`src/rtl/dmem_access_ctrl.sv`:
```
// dmem_access_ctrl
//   Initiator side of the single-port synchronous data memory used by the
//   MEM stage. Takes word ld/st requests over a valid/ready handshake, drives
//   the memory enables, absorbs the memory's one-cycle registered read and
//   returns the result over a second valid/ready handshake. Misaligned or
//   out-of-range requests are answered with resp_err and never reach memory.
//   Saturating counters record completed good loads, good stores and errors.
//
// Ports
//   clk, rst_n                 clock (rising edge), async active-low reset
//   req_valid/req_ready        request handshake
//   req_we, req_addr, req_wdata   request: 1 = store, byte address, store data
//   resp_valid/resp_ready      response handshake
//   resp_rdata, resp_err, resp_is_load   response payload
//   mem_re, mem_we, mem_addr, mem_wdata  memory command (combinational in IDLE)
//   mem_rdata                  memory read data, valid the cycle after mem_re
//   cnt_load, cnt_store, cnt_err   saturating event counters
//
// State | meaning
//   IDLE    | ready for a request; memory command driven straight from req_*
//   RD_WAIT | good load issued last cycle; capture mem_rdata this cycle
//   RESP    | response presented; held until resp_valid & resp_ready

module dmem_access_ctrl #(
  parameter int MEM_WORDS = 1024,
  parameter int CNT_W     = 16
) (
  input  logic             clk,
  input  logic             rst_n,
  input  logic             req_valid,
  output logic             req_ready,
  input  logic             req_we,
  input  logic [31:0]      req_addr,
  input  logic [31:0]      req_wdata,
  output logic             resp_valid,
  input  logic             resp_ready,
  output logic [31:0]      resp_rdata,
  output logic             resp_err,
  output logic             resp_is_load,
  output logic             mem_re,
  output logic             mem_we,
  output logic [31:0]      mem_addr,
  output logic [31:0]      mem_wdata,
  input  logic [31:0]      mem_rdata,
  output logic [CNT_W-1:0] cnt_load,
  output logic [CNT_W-1:0] cnt_store,
  output logic [CNT_W-1:0] cnt_err
);

  localparam logic [1:0] ST_IDLE    = 2'd0;
  localparam logic [1:0] ST_RD_WAIT = 2'd1;
  localparam logic [1:0] ST_RESP    = 2'd2;

  // One extra bit so the limit stays exact even when 4*MEM_WORDS reaches 2^32.
  localparam logic [32:0] ADDR_LIMIT = 33'(longint'(MEM_WORDS) * 4);

  logic [1:0]       state_q, state_d;
  logic [31:0]      rdata_q, rdata_d;
  logic             err_q, err_d;
  logic             is_load_q, is_load_d;
  logic [CNT_W-1:0] cnt_load_q, cnt_load_d;
  logic [CNT_W-1:0] cnt_store_q, cnt_store_d;
  logic [CNT_W-1:0] cnt_err_q, cnt_err_d;

  logic in_idle;
  logic addr_bad;
  logic accept;
  logic resp_done;

  // rst_n gates the combinational outputs so they drop the instant reset
  // asserts, not just after the state register clears.
  assign in_idle  = rst_n & (state_q == ST_IDLE);
  assign addr_bad = (req_addr[1:0] != 2'b00) | ({1'b0, req_addr} >= ADDR_LIMIT);
  assign accept   = in_idle & req_valid;

  assign req_ready = in_idle;
  assign mem_we    = accept & req_we & ~addr_bad;
  assign mem_re    = accept & ~req_we & ~addr_bad;
  assign mem_addr  = req_addr;
  assign mem_wdata = req_wdata;

  assign resp_valid   = (state_q == ST_RESP);
  assign resp_rdata   = rdata_q;
  assign resp_err     = err_q;
  assign resp_is_load = is_load_q;
  assign resp_done    = (state_q == ST_RESP) & resp_ready;

  assign cnt_load  = cnt_load_q;
  assign cnt_store = cnt_store_q;
  assign cnt_err   = cnt_err_q;

  always_comb begin
    state_d   = state_q;
    rdata_d   = rdata_q;
    err_d     = err_q;
    is_load_d = is_load_q;
    case (state_q)
      ST_IDLE: begin
        if (accept) begin
          err_d     = addr_bad;
          is_load_d = ~req_we;
          rdata_d   = '0;
          state_d   = (addr_bad | req_we) ? ST_RESP : ST_RD_WAIT;
        end
      end
      ST_RD_WAIT: begin
        rdata_d = mem_rdata;
        state_d = ST_RESP;
      end
      ST_RESP: begin
        if (resp_ready) begin
          state_d = ST_IDLE;
        end
      end
      default: state_d = ST_IDLE;
    endcase
  end

  always_comb begin
    cnt_load_d  = cnt_load_q;
    cnt_store_d = cnt_store_q;
    cnt_err_d   = cnt_err_q;
    if (resp_done) begin
      if (err_q) begin
        if (cnt_err_q != '1) cnt_err_d = cnt_err_q + CNT_W'(1);
      end else if (is_load_q) begin
        if (cnt_load_q != '1) cnt_load_d = cnt_load_q + CNT_W'(1);
      end else begin
        if (cnt_store_q != '1) cnt_store_d = cnt_store_q + CNT_W'(1);
      end
    end
  end

  always_ff @(posedge clk or negedge rst_n) begin
    if (!rst_n) begin
      state_q     <= ST_IDLE;
      rdata_q     <= '0;
      err_q       <= 1'b0;
      is_load_q   <= 1'b0;
      cnt_load_q  <= '0;
      cnt_store_q <= '0;
      cnt_err_q   <= '0;
    end else begin
      state_q     <= state_d;
      rdata_q     <= rdata_d;
      err_q       <= err_d;
      is_load_q   <= is_load_d;
      cnt_load_q  <= cnt_load_d;
      cnt_store_q <= cnt_store_d;
      cnt_err_q   <= cnt_err_d;
    end
  end

endmodule

```
`config.mk`:
```
export PLATFORM = sky130hd
export DESIGN_NAME = dmem_access_ctrl
export DESIGN_NICKNAME = d
export VERILOG_FILES = /design/src/rtl/dmem_access_ctrl.sv
export SDC_FILE = /design/constraint.sdc
export NUM_CORES = 1
export LEC_CHECK = 0
export ABC_AREA = 1
export ABC_CLOCK_PERIOD_IN_PS = 1600
export CAP_MARGIN = 20
export CELL_PAD_IN_SITES_DETAIL_PLACEMENT = 1
export CELL_PAD_IN_SITES_GLOBAL_PLACEMENT = 1
export CORE_MARGIN = 10
export CORE_UTILIZATION = 25
export CTS_CLUSTER_DIAMETER = 150
export DETAILED_ROUTE_END_ITERATION = 8
export GPL_ROUTABILITY_DRIVEN = 0
export PLACE_DENSITY = 0.76
export REMOVE_ABC_BUFFERS = 1
export SYNTH_ARGS = -nofsm -noshare
export SYNTH_HDL_FRONTEND = slang
export SYNTH_SLANG_ARGS = --single-unit
```
`constraint.sdc`:
```
create_clock -name clk -period 1.6 [get_ports clk]
set_input_delay 0.24 -clock clk [delete_from_list [all_inputs] [get_ports clk]]
set_output_delay 0.24 -clock clk [all_outputs]
set_load 0.05 [all_outputs]
```
After elaboration in Yosys (flattened, before gate mapping). Index checks and enable logic that the tools add are counted.

Bits in registers: 84. Bits in latches: 0. Bits in writable memories: 0. ROM bits: 0. Output and inout bits: 150. Word-level logic and storage cells: 46. Memories: 0.

$add $sub $neg: 3. $mul: 0. Divide/modulo/power cells: 0. Order comparisons: 1. Eq/ne operators: 7. Shift-type cells: 0. Muxes and demuxes: 6. Bitwise gates (word level): 13. Reduce and logical (&&, ||, !) cells: 9.

Operators with widths (count): one-hot mux 32 bit (2 select lines) (1); adder 16 x 1 -> 16 bit (second input constant) (3); inequality test 16 bit (second input constant) (3); greater-or-equal comparator 32 x 13 -> 1 bit (second input constant) (1); two-way mux 32 bit (1); AND reduction 4 bit (2); bitwise AND 1 bit (7); two-way mux 2 bit (3); one-hot mux 2 bit (3 select lines) (1); AND reduction 2 bit (3); NOT 1 bit (4); nonzero test 2 bit (2); AND reduction 3 bit (1); equality test 2 x 1 -> 1 bit (second input constant) (1); equality test 2 bit (second input constant) (1); zero test 2 bit (1); inequality test 2 x 1 -> 1 bit (second input constant) (1); inequality test 2 bit (second input constant) (1); bitwise OR 1 bit (2).

Logic depth before layout (Yosys ltp). Gate-level depths: netlist (run 1).

Depth in word-level cells: 6. Gate-level depth with buffers: 9. Mapped depth without buffers: 8.

Least setup slack after synthesis (run 1). No wires, ideal clock.

Path kind: register to output. Start point: reg state_q[1]. End point: out mem_re. Arrival time: 2653 ps. Data required time: 1360 ps. Slack: -1293 ps. Cell stages (with the launch flop): 7. Path buffers: 1. Cells stage by stage: dfrtp_1 > inv_1 > nand2_1 > nor2_1 > nand2_1 > buf_2 > nor3_1.

Longest elaborated chain between the ends: 5.

Ends and longest elaborated chain: from (decl) (RTL line 57) `logic [1:0] state_q, state_d;`; from (signal assigned) (RTL line 144) `state_q <= state_d;`; zero test 2 bit (RTL line 72) `assign in_idle = rst_n & (state_q == ST_IDLE);`; bitwise AND 1 bit (RTL line 72); named net req_ready (RTL line 31) `output logic req_ready,`; bitwise AND 1 bit (RTL line 74) `assign accept = in_idle & req_valid;`; bitwise AND 1 bit (2 in a row) (RTL line 78) `assign mem_re = accept & ~req_we & ~addr_bad;`; to (decl) (RTL line 40) `output logic mem_re,`.

The timed path passes the listed nets, and every way through them passes these cells.

Final worst setup path (run 1).
Start point: reg state_q[0]. End point: out mem_re.

Longest elaborated chain between the ends: 5.

Ends and longest elaborated chain (RTL line): zero test 2 bit (72); bitwise AND 1 bit (72); bitwise AND 1 bit (74); bitwise AND 1 bit (2 in a row) (78).

Every way passes these cells.

==> out/results.ini, run 1 <==
[critical_path]
r2r_start=state_q[0]
path_buf_inv=3
crit_type=register to primary output
worst-r2r-cell-count=10
crit_chain=inv_2 > nand2_2 > nor2_4 > nand2_4 > nor3_2 > buf_4 > buf_12
end_kind=primary output
crit_start=state_q[0]
r2r_slack_ps=50
r2r-end=cnt_store[15]
critPathLaunchType=register
crit_fanout=4
cpPeakStageDelay_ps=390
required_ps=1360
crit_family=simple AND/OR/NAND/NOR gates
cp_slowest_cell=dfrtp_1
critPathArrivalTime_ps=1500

[power_and_ir_drop]
power.leakage_nw=4.02
p_per_area_nw_per_um2=942
ir_worst_vdd_mv=0.663
finalPower_mw=7.76

[timing]
hold_viol=0
fin_crit_ps=1740
clock.fmax_mhz=574
max_slew_margin_pct=67.3
worstMarginPinSlew_ps=490
fin_crit_sh_pct=109
setup_slack_ps=-143
rsz0062_at_grt=true
finalSetupTns_ps=-272
whs_ps=427
fin_worst_skew_ps=9.45
slew_viol_final=0
setup_violations=2

[floorplanning]
dieArea_um2=26100
die_w_um=162
die_y_um=162
ioPinCount=251
coreArea_um2=19600
rows=51
start_util_pct=25.6

[finish]
nNetsFinal=1002
instances_no_fill=1168
utilization_pct=42.0
n_antenna_cell=0
drive_gt1_share_pct=29.3
postLayoutCellArea_um2=8230
area_growth_pct=64.1

[synth]
ys_seq_area_share_pct=41.9
syn_avg_cell_area_um2=7.24
ys_warn_count=0
ys_seq_elements=84
netlist_instances=693
yosysUniqueCellTypes=28
syn-cell-area_um2=5010
synth_async_sr_flop_share_pct=100
ys.flop_type=dfrtp_1
synth-edff-count=0

[detailed_routing]
drcViolationCount=0
wirelength_um=20800
wire_per_inst_um=17.8
drtPass1Iterations=4
vias_per_cell=4.44
drtIter0Drc=130
ant_nets=0
via_count=5189

[global_routing]
grt_pass1_wl_um=32400
grt_max_degree=85
antenna_found_initial=0
track_usage_pct=15.8
grt_pass1_vias=5539
grt.overflow.total=0

[hold_path]
hold_class=input pin to register
whs_path_depth=3
min_to=resp_rdata[28]
hold_start=mem_rdata[28]

[place]
dp_hpwl_um=16600
place_inst=1136
numPortBuffers=166
place_ws_ps=-476
place_area_um2=7740

[cts]
cts_tree=yes
cts_buffers=9
root_buffer=clkbuf_16
clockBufferDepth=2
cts.sinks=84
h-tree-depth=3
clock_latency_ps=350
clk_pin_slew_worst_paths_ps=70

[outcome]
violations=negative setup slack
status=finished with violations

[run]
maxCapViolations=0

## report_power, final
group          internal (mW)  total, mW  switching (mW)
Sequential              2.32       2.54           0.223
Combinational           1.34       3.02            1.67
Clock                   1.22       2.20           0.975
Total                   4.88       7.76            2.87
## per-layer routing
layer  global-route usage [%]  vias to the layer above  routed length, um
met2                     24.8                      154               9580
met1                     19.6                     2501               9240
met4                     2.61                        0                136
met5                    0.986                        -                  0
li1                         -                     2525                  -
met3                     7.30                        9               1790
## repair_timing
action,CTS,global route
pin swaps,20,8
hold buffers,1,0
cloned,0,1
endpoints found under the hold margin,69,0
setup endpoints to repair,16,34
setup buffers,5,10
gates resized for setup,38,20
## cell usage in the layout (no fill, tap or decap), types with 8 or more instances in the layout
cell type          n
nand2_1          273
buf_4            141
dfrtp_1           81
buf_12            71
nand3_1           63
nor2_1            60
inv_1             41
clkdlybuf4s50_1   35
dlygate4sd2_1     19
nand4_1           16
xnor2_1           13
o21ai_0           12
clkbuf_16          9
xor2_1             8
## worst min-delay path: stages
cell and delay [ps]:
clkdlybuf4s50_1 390, nand2_1 60, nand2_1 50
## cell families (layout without fill, tap and decap cells)
kind of cell / after synthesis / count (layout) / share of synthesized area [%]
AOI/OAI and AO/OA: 20 / 20 / 2.22
xor gates and xnor gates: 21 / 21 / 3.67
buffers and inverters: 125 / 335 / 14.9
adders and majority gates: 3 / 3 / 0.749
DFF: 84 / 84 / 41.9
and+or+nand+nor: 440 / 440 / 36.6
## worst max-delay path by stage
stage | end | cells after the start
after floorplan | mem_re | 5
after global placement | mem_we | 7
after detailed placement | mem_re | 7
after CTS | mem_re | 7
after global routing | mem_re | 7
final | mem_re | 7
## flip-flops by register name (all words and copies together) (netlist names)
name / count
resp_is_load: 1
resp_rdata: 32
cnt_err: 16
cnt_store: 16
resp_err: 1
state_q: 2
cnt_load: 16
## area by class of cell
| cell class | instances | area (um^2) |
|---|---|---|
| sequential | 84 | 2110 |
| timing repair inverter | 1 | 8.76 |
| inverter | 45 | 176 |
| clock buffer | 9 | 225 |
| multi-input combinational | 484 | 2240 |
| fill | 2342 | 11400 |
| timing repair buffer | 273 | 3070 |
| tap | 265 | 332 |
| clock inverter | 7 | 73.8 |
## cell usage after synthesis (4+ instances only)
| cell | number | share of area [%] |
|---|---|---|
| o21ai_0 | 13 | 1.3 |
| buf_4 | 66 | 9.9 |
| o21ai_1 | 5 | 0.50 |
| nor2_1 | 66 | 4.9 |
| nand4_1 | 16 | 2.0 |
| nand3_1 | 65 | 6.5 |
| clkbuf_1 | 6 | 0.45 |
| buf_2 | 4 | 0.40 |
| nand2_1 | 275 | 21 |
| xnor2_1 | 13 | 2.3 |
| dfrtp_1 | 84 | 42 |
| nor3_1 | 7 | 0.70 |
| inv_1 | 43 | 3.2 |
| xor2_1 | 8 | 1.4 |
| nand2_2 | 4 | 0.50 |
Power figures use the tool's default switching activity.
==> run 2: changes to the inputs <==
ABC_CLOCK_PERIOD_IN_PS = not set   (was 1600)
==> results of run 2 <==
Final layout, timing and power as in run 1 (identical DEF).
